`src/rtl/mmio_pkg.sv`:
```
// mmio_pkg: shared FSM state type and constants for the MMIO bridge.
package mmio_pkg;
  typedef enum logic [1:0] {IDLE, ACCESS, DONE} state_e;
  localparam logic [1:0]  IO_REGION    = 2'b11;
  localparam logic [15:0] TIMEOUT_DATA = 16'hDEAD;
endpackage

```
`src/rtl/mmio_timer.sv`:
```
// mmio_timer: wait-state watchdog for an MMIO access (built only with MMIO_TIMEOUT_EN).
// Ports: clk, rst (sync, active high), clr_i zeroes the count, en_i counts one
// cycle, expired_o is high during the CYC-th enabled cycle since the last clear.
`ifdef MMIO_TIMEOUT_EN
module mmio_timer #(
  parameter int CYC = 15
) (
  input  logic clk,
  input  logic rst,
  input  logic clr_i,
  input  logic en_i,
  output logic expired_o
);
  localparam int CW = $clog2(CYC + 1);
  logic [CW-1:0] cnt_q, cnt_d;
  assign cnt_d     = clr_i ? '0 : en_i ? cnt_q + 1'b1 : cnt_q;
  assign expired_o = en_i && (cnt_q == CW'(CYC - 1));
  always_ff @(posedge clk) begin
    if (rst) cnt_q <= '0;
    else     cnt_q <= cnt_d;
  end
endmodule
`endif

```
`src/rtl/mmio_bridge.sv`:
```
// mmio_bridge: decodes the CPU I/O window into NUM_CH channels and runs each access through an FSM.
// Ports: clk, rst (sync, active high); cpu_* request side (addr, wdata, we, re in;
// rdata, stall out); io_* peripheral side (one-hot cs, rw_n, addr, wdata out;
// flattened rdata and per-channel ready in); io_err_o sticky decode/timeout error.
// Optional: define MMIO_TIMEOUT_EN to abort accesses whose ready never arrives.
module mmio_bridge
  import mmio_pkg::*;
#(
  parameter int DATA_W      = 16,
  parameter int ADDR_W      = 16,
  parameter int NUM_CH      = 4,
  parameter int CH_ADDR_W   = 2,
  parameter int TIMEOUT_CYC = 15
) (
  input  logic                     clk,
  input  logic                     rst,
  input  logic [ADDR_W-1:0]        cpu_addr_i,
  input  logic [DATA_W-1:0]        cpu_wdata_i,
  input  logic                     cpu_we_i,
  input  logic                     cpu_re_i,
  output logic [DATA_W-1:0]        cpu_rdata_o,
  output logic                     cpu_stall_o,
  output logic [NUM_CH-1:0]        io_cs_o,
  output logic                     io_rw_n_o,
  output logic [CH_ADDR_W-1:0]     io_addr_o,
  output logic [DATA_W-1:0]        io_wdata_o,
  input  logic [NUM_CH*DATA_W-1:0] io_rdata_i,
  input  logic [NUM_CH-1:0]        io_ready_i,
  output logic                     io_err_o
);
  localparam int CH_SEL_W = (NUM_CH > 1) ? $clog2(NUM_CH) : 1;
  state_e                state_q, state_d;
  logic [CH_SEL_W-1:0]   ch_q, ch_d;
  logic [CH_ADDR_W-1:0]  off_q, off_d;
  logic [DATA_W-1:0]     wdata_q, wdata_d;
  logic [DATA_W-1:0]     rdata_q, rdata_d;
  logic                  rw_n_q, rw_n_d;
  logic                  err_q, err_d;
  logic                  hit, bad_ch, ready_sel, expired;
  logic [CH_SEL_W-1:0]   req_ch;
  logic [DATA_W-1:0]     sel_rdata;
  logic                  unused_addr;
  assign unused_addr = ^cpu_addr_i;
  assign hit       = (cpu_addr_i[ADDR_W-1 -: 2] == IO_REGION) && (cpu_re_i || cpu_we_i);
  assign req_ch    = cpu_addr_i[CH_ADDR_W +: CH_SEL_W];
  // Non-power-of-two channel counts leave select codes with no peripheral behind them.
  assign bad_ch    = int'(req_ch) >= NUM_CH;
  assign ready_sel = io_ready_i[ch_q];
  assign sel_rdata = io_rdata_i[int'(ch_q)*DATA_W +: DATA_W];
`ifdef MMIO_TIMEOUT_EN
  mmio_timer #(.CYC(TIMEOUT_CYC)) u_timer (
    .clk       (clk),
    .rst       (rst),
    .clr_i     (state_q != ACCESS),
    .en_i      (state_q == ACCESS),
    .expired_o (expired)
  );
`else
  localparam int unused_timeout = TIMEOUT_CYC;
  assign expired = 1'b0;
`endif
  always_comb begin
    state_d = state_q;
    ch_d    = ch_q;
    off_d   = off_q;
    wdata_d = wdata_q;
    rdata_d = rdata_q;
    rw_n_d  = rw_n_q;
    err_d   = err_q;
    case (state_q)
      IDLE: if (hit) begin
        ch_d    = req_ch;
        off_d   = cpu_addr_i[CH_ADDR_W-1:0];
        wdata_d = cpu_wdata_i;
        rw_n_d  = cpu_re_i;
        rdata_d = '0;
        state_d = bad_ch ? DONE : ACCESS;
        err_d   = err_q | bad_ch;
      end
      ACCESS: if (ready_sel) begin
        rdata_d = rw_n_q ? sel_rdata : '0;
        state_d = DONE;
      end else if (expired) begin
        rdata_d = DATA_W'(TIMEOUT_DATA);
        err_d   = 1'b1;
        state_d = DONE;
      end
      default: state_d = IDLE;
    endcase
  end
  always_ff @(posedge clk) begin
    if (rst) begin
      state_q <= IDLE;
      ch_q    <= '0;
      off_q   <= '0;
      wdata_q <= '0;
      rdata_q <= '0;
      rw_n_q  <= 1'b1;
      err_q   <= 1'b0;
    end else begin
      state_q <= state_d;
      ch_q    <= ch_d;
      off_q   <= off_d;
      wdata_q <= wdata_d;
      rdata_q <= rdata_d;
      rw_n_q  <= rw_n_d;
      err_q   <= err_d;
    end
  end
  assign cpu_stall_o = (state_q == ACCESS) || ((state_q == IDLE) && hit);
  assign cpu_rdata_o = (state_q == DONE) ? rdata_q : '0;
  assign io_cs_o     = (state_q == ACCESS) ? NUM_CH'(1) << ch_q : '0;
  assign io_rw_n_o   = rw_n_q;
  assign io_addr_o   = off_q;
  assign io_wdata_o  = wdata_q;
  assign io_err_o    = err_q;
endmodule

```
`config.mk`:
```
export PLATFORM = sky130hd
export DESIGN_NAME = mmio_bridge
export DESIGN_NICKNAME = d
export VERILOG_FILES = /design/src/rtl/mmio_pkg.sv /design/src/rtl/mmio_timer.sv /design/src/rtl/mmio_bridge.sv
export SDC_FILE = /design/constraint.sdc
export NUM_CORES = 1
export LEC_CHECK = 0
export BUFFER_PORTS_ARGS = -buffer_cell sky130_fd_sc_hd__buf_4
export CAP_MARGIN = 20
export CORE_MARGIN = 2
export CORE_UTILIZATION = 41
export DETAILED_ROUTE_END_ITERATION = 16
export PLACE_DENSITY = 0.87
export SLEW_MARGIN = 5
export SYNTH_ARGS = -nofsm -noshare
export SYNTH_HDL_FRONTEND = slang
export SYNTH_SLANG_ARGS = --single-unit
```
`constraint.sdc`:
```
create_clock -name clk -period 2.2 [get_ports clk]
set_input_delay 0.44 -clock clk [delete_from_list [all_inputs] [get_ports clk]]
set_output_delay 0.44 -clock clk [all_outputs]
set_load 0.05 [all_outputs]
```
==> results.md <==
- Hold Vio Cnt, Final: 0
- WP data arrival: between 1000 and 1500 ps
- Initial antenna violation count: 0
- Nets: about 460
- CTS buffer count: 5
- Grt ovf: 0
- Slowest CP cell: dfxtp_1
- CORE AREA: roughly 4800 µm²
- Vias: 2,060
- Pwr Density: between 500 and 600 nW/µm²
- Skew final: about 9.0 ps
- Most common cell after layout, fill and taps aside: buf_4
- Distinct cell type count after synthesis: 24
- Clk slew on worst S/H paths: roughly 90 ps
- Reg2reg start: ch_q[1]
- Count of final setup violators: 0
- Share of layout cells above drive strength 1: 0.475
- Vias in the first global route: around 2,000
- Clock sinks: 39
- Vias per Instance: 4.87
- Fill count: between 400 and 500
- Sequential area share after synthesis: 0.374
- CTS Root Cell: clkbuf_8
- Synth Instances: between 200 and 250
- Die W: ~75 µm
- TNS Setup: 0 ps
- DRT Wirelength: around 6200 µm
- Clock buffer depth: 2
- DRC viols: 0
- Core Rows: 25
- Worst Hold Path EP: io_rw_n_o
- 1st-pass router iterations: 4
- FF-to-FF setup slack: 550 ps
- Fin crit share: 0.874
- Number of I/O pins: 145
- Post-CTS Resized: 0
- CP Data Required Time: about 1800 ps
- Post-synth net total: 328
- Gr usage total: 0.219
- Critical path type: reg2out
- I/O Buffers: between 100 and 150
- Predominant post-synthesis flop cell: dfxtp_1
- Area growth syn-to-layout: 56.1%
- Unrepaired setup endpoints after global routing: no
- Worst Path Max Fanout: 5
- Async SR Flop Fraction: 0
- Mapped Avg Cell Area: 9.32 µm²
- Final hold slack: approximately 380 ps
- Post-CTS Hold Buffers: 0
- Initial Util: 0.434
- Worst hold start: cpu_re_i
- Initial DRC Count: approximately 80
- Largest net degree at the start of global routing: 41
- Final antenna-violating net count: 0
- CTS tree: yes
- Number of synthesized flops with an enable pin: 0
- Min cycle time layout: about 1900 ps
- Critical path, cell by cell: nand2b_1 -> nor2_1 -> and2_1 -> buf_4
- Number of antenna diodes: 0
- Synthesized cell area: around 2100 µm²
- Reg2reg end: rdata_q[14]
- Fmax achieved: ~520 MHz
- Status: finished, final reports clean
- Die Footprint: around 5700 µm²
- Clock latency on the worst-skew pair: slightly below 300 ps
- Util after Layout: 0.677
- Maximum level of the CTS H-tree: 2
- Pleak: 1.50 nW
- Most frequent cells in the layout: buf_4, nand2_1, dfxtp_1
- Final slew viol count: 0
- Wirelength per Cell: 14.7 µm
- Max-capacitance violation count: 0
- Delay of the slowest critical-path stage: 340 ps
- First-pass GRT wire length: 9380 µm
- Cell depth of the worst hold path: 3
- DP HPWL: approximately 4800 µm
- Gpl congestion: 0.749
- Chip height: between 70 and 80 µm
- Yosys reg bits: 39
- Number of post-CTS setup repair buffers: 0
- Reg2reg path depth: 4
- Worst Setup End Kind: primary output
- Syn. warnings: 0
- Hold/Removal Path Class: in2reg
- VDD IR max: approximately 0.00033 V
- CP Launch Type: flip-flop
-- state kept, by name, summed over array words and instances (netlist names) --
register and flops:
io_wdata_o 16, rdata_q 16, ch_q 2, io_addr_o 2, state_q 2, io_rw_n_o 1
-- Yosys cell counts (2+ instances only) --
| cell | count | area share |
|---|---|---|
| a21oi_1 | 22 | 0.053 |
| and2_1 | 18 | 0.054 |
| buf_2 | 2 | 0.0048 |
| clkbuf_1 | 12 | 0.022 |
| dfxtp_1 | 39 | 0.37 |
| mux2i_1 | 17 | 0.081 |
| mux4_2 | 16 | 0.17 |
| nand2_1 | 59 | 0.11 |
| nand2b_1 | 17 | 0.051 |
| nand3b_1 | 2 | 0.0072 |
| nor2_1 | 6 | 0.011 |
| nor2b_1 | 2 | 0.0060 |
-- how the worst max path moves through the flow --
| stage | startpoint | to | slack, ps | depth (start not counted) |
|---|---|---|---|---|
| 2_1_floorplan | ch_q[0] | io_cs_o[0] | 70 | 3 |
| 6_report | state_q[1] | io_cs_o[1] | 280 | 4 |
| 5_1_grt | state_q[1] | io_cs_o[1] | 170 | 4 |
| 3_5_place_dp | io_ready_i[0] | rdata_q[14] | 490 | 5 |
| 4_1_cts | state_q[1] | io_cs_o[1] | 270 | 4 |
| 3_3_place_gp | io_ready_i[0] | rdata_q[11] | 540 | 5 |
-- power breakdown --
group	switching [mW]	internal (mW)
sequential	0.0150	0.727
clock	0.267	0.338
combinational	0.187	0.211
total	0.469	1.28
-- through the flow --
step | power (mW) | worst slack [ps] | cell area [µm²] | cells
global route | 1.82 | 169 | 3260 | 423
CTS | 1.76 | 265 | 3260 | 423
finish | 1.75 | 278 | 3260 | 423
detailed placement | 1.16 | 487 | 3150 | 415
global placement | 1.15 | 536 | 3150 | 415
floorplan | 0.975 | 67.4 | 2090 | 224
-- kinds of logic (layout without fill, tap and decap cells) --
logic type	Yosys count	count (layout)	synth area share
simple gates	107	107	0.246
mux	34	34	0.261
other cells	1	1	0.00180
buf+inv	17	149	0.0425
flops	39	39	0.374
compound gates	26	26	0.0743
-- worst max-delay path, delay by kind of cell, from the launching register on --
| kind | cells | cell delay [ps] |
|---|---|---|
| flip-flops | 1 | 340 |
| AND/OR/NAND/NOR | 3 | 660 |
| buffers and inverters | 1 | 200 |
-- area by class of cell --
cell class	instances	area [µm²]	area share
Clock inverter	3	43.8	0.0134
Clock buffer	5	68.8	0.0211
Tap cell	67	83.8	0.0257
Sequential cell	39	781	0.239
Timing Repair Buffer	141	1060	0.325
Multi-Input combinational cell	168	1220	0.376
-- layer usage --
layer,track usage,up-vias,share of wire
met5,0,-,0
met4,0.0682,0,0.016
met3,0.0489,11,0.055
met2,0.399,69,0.56
met1,0.255,958,0.37
li1,-,1022,-
No activity file was read; power rests on OpenSTA's default activity.
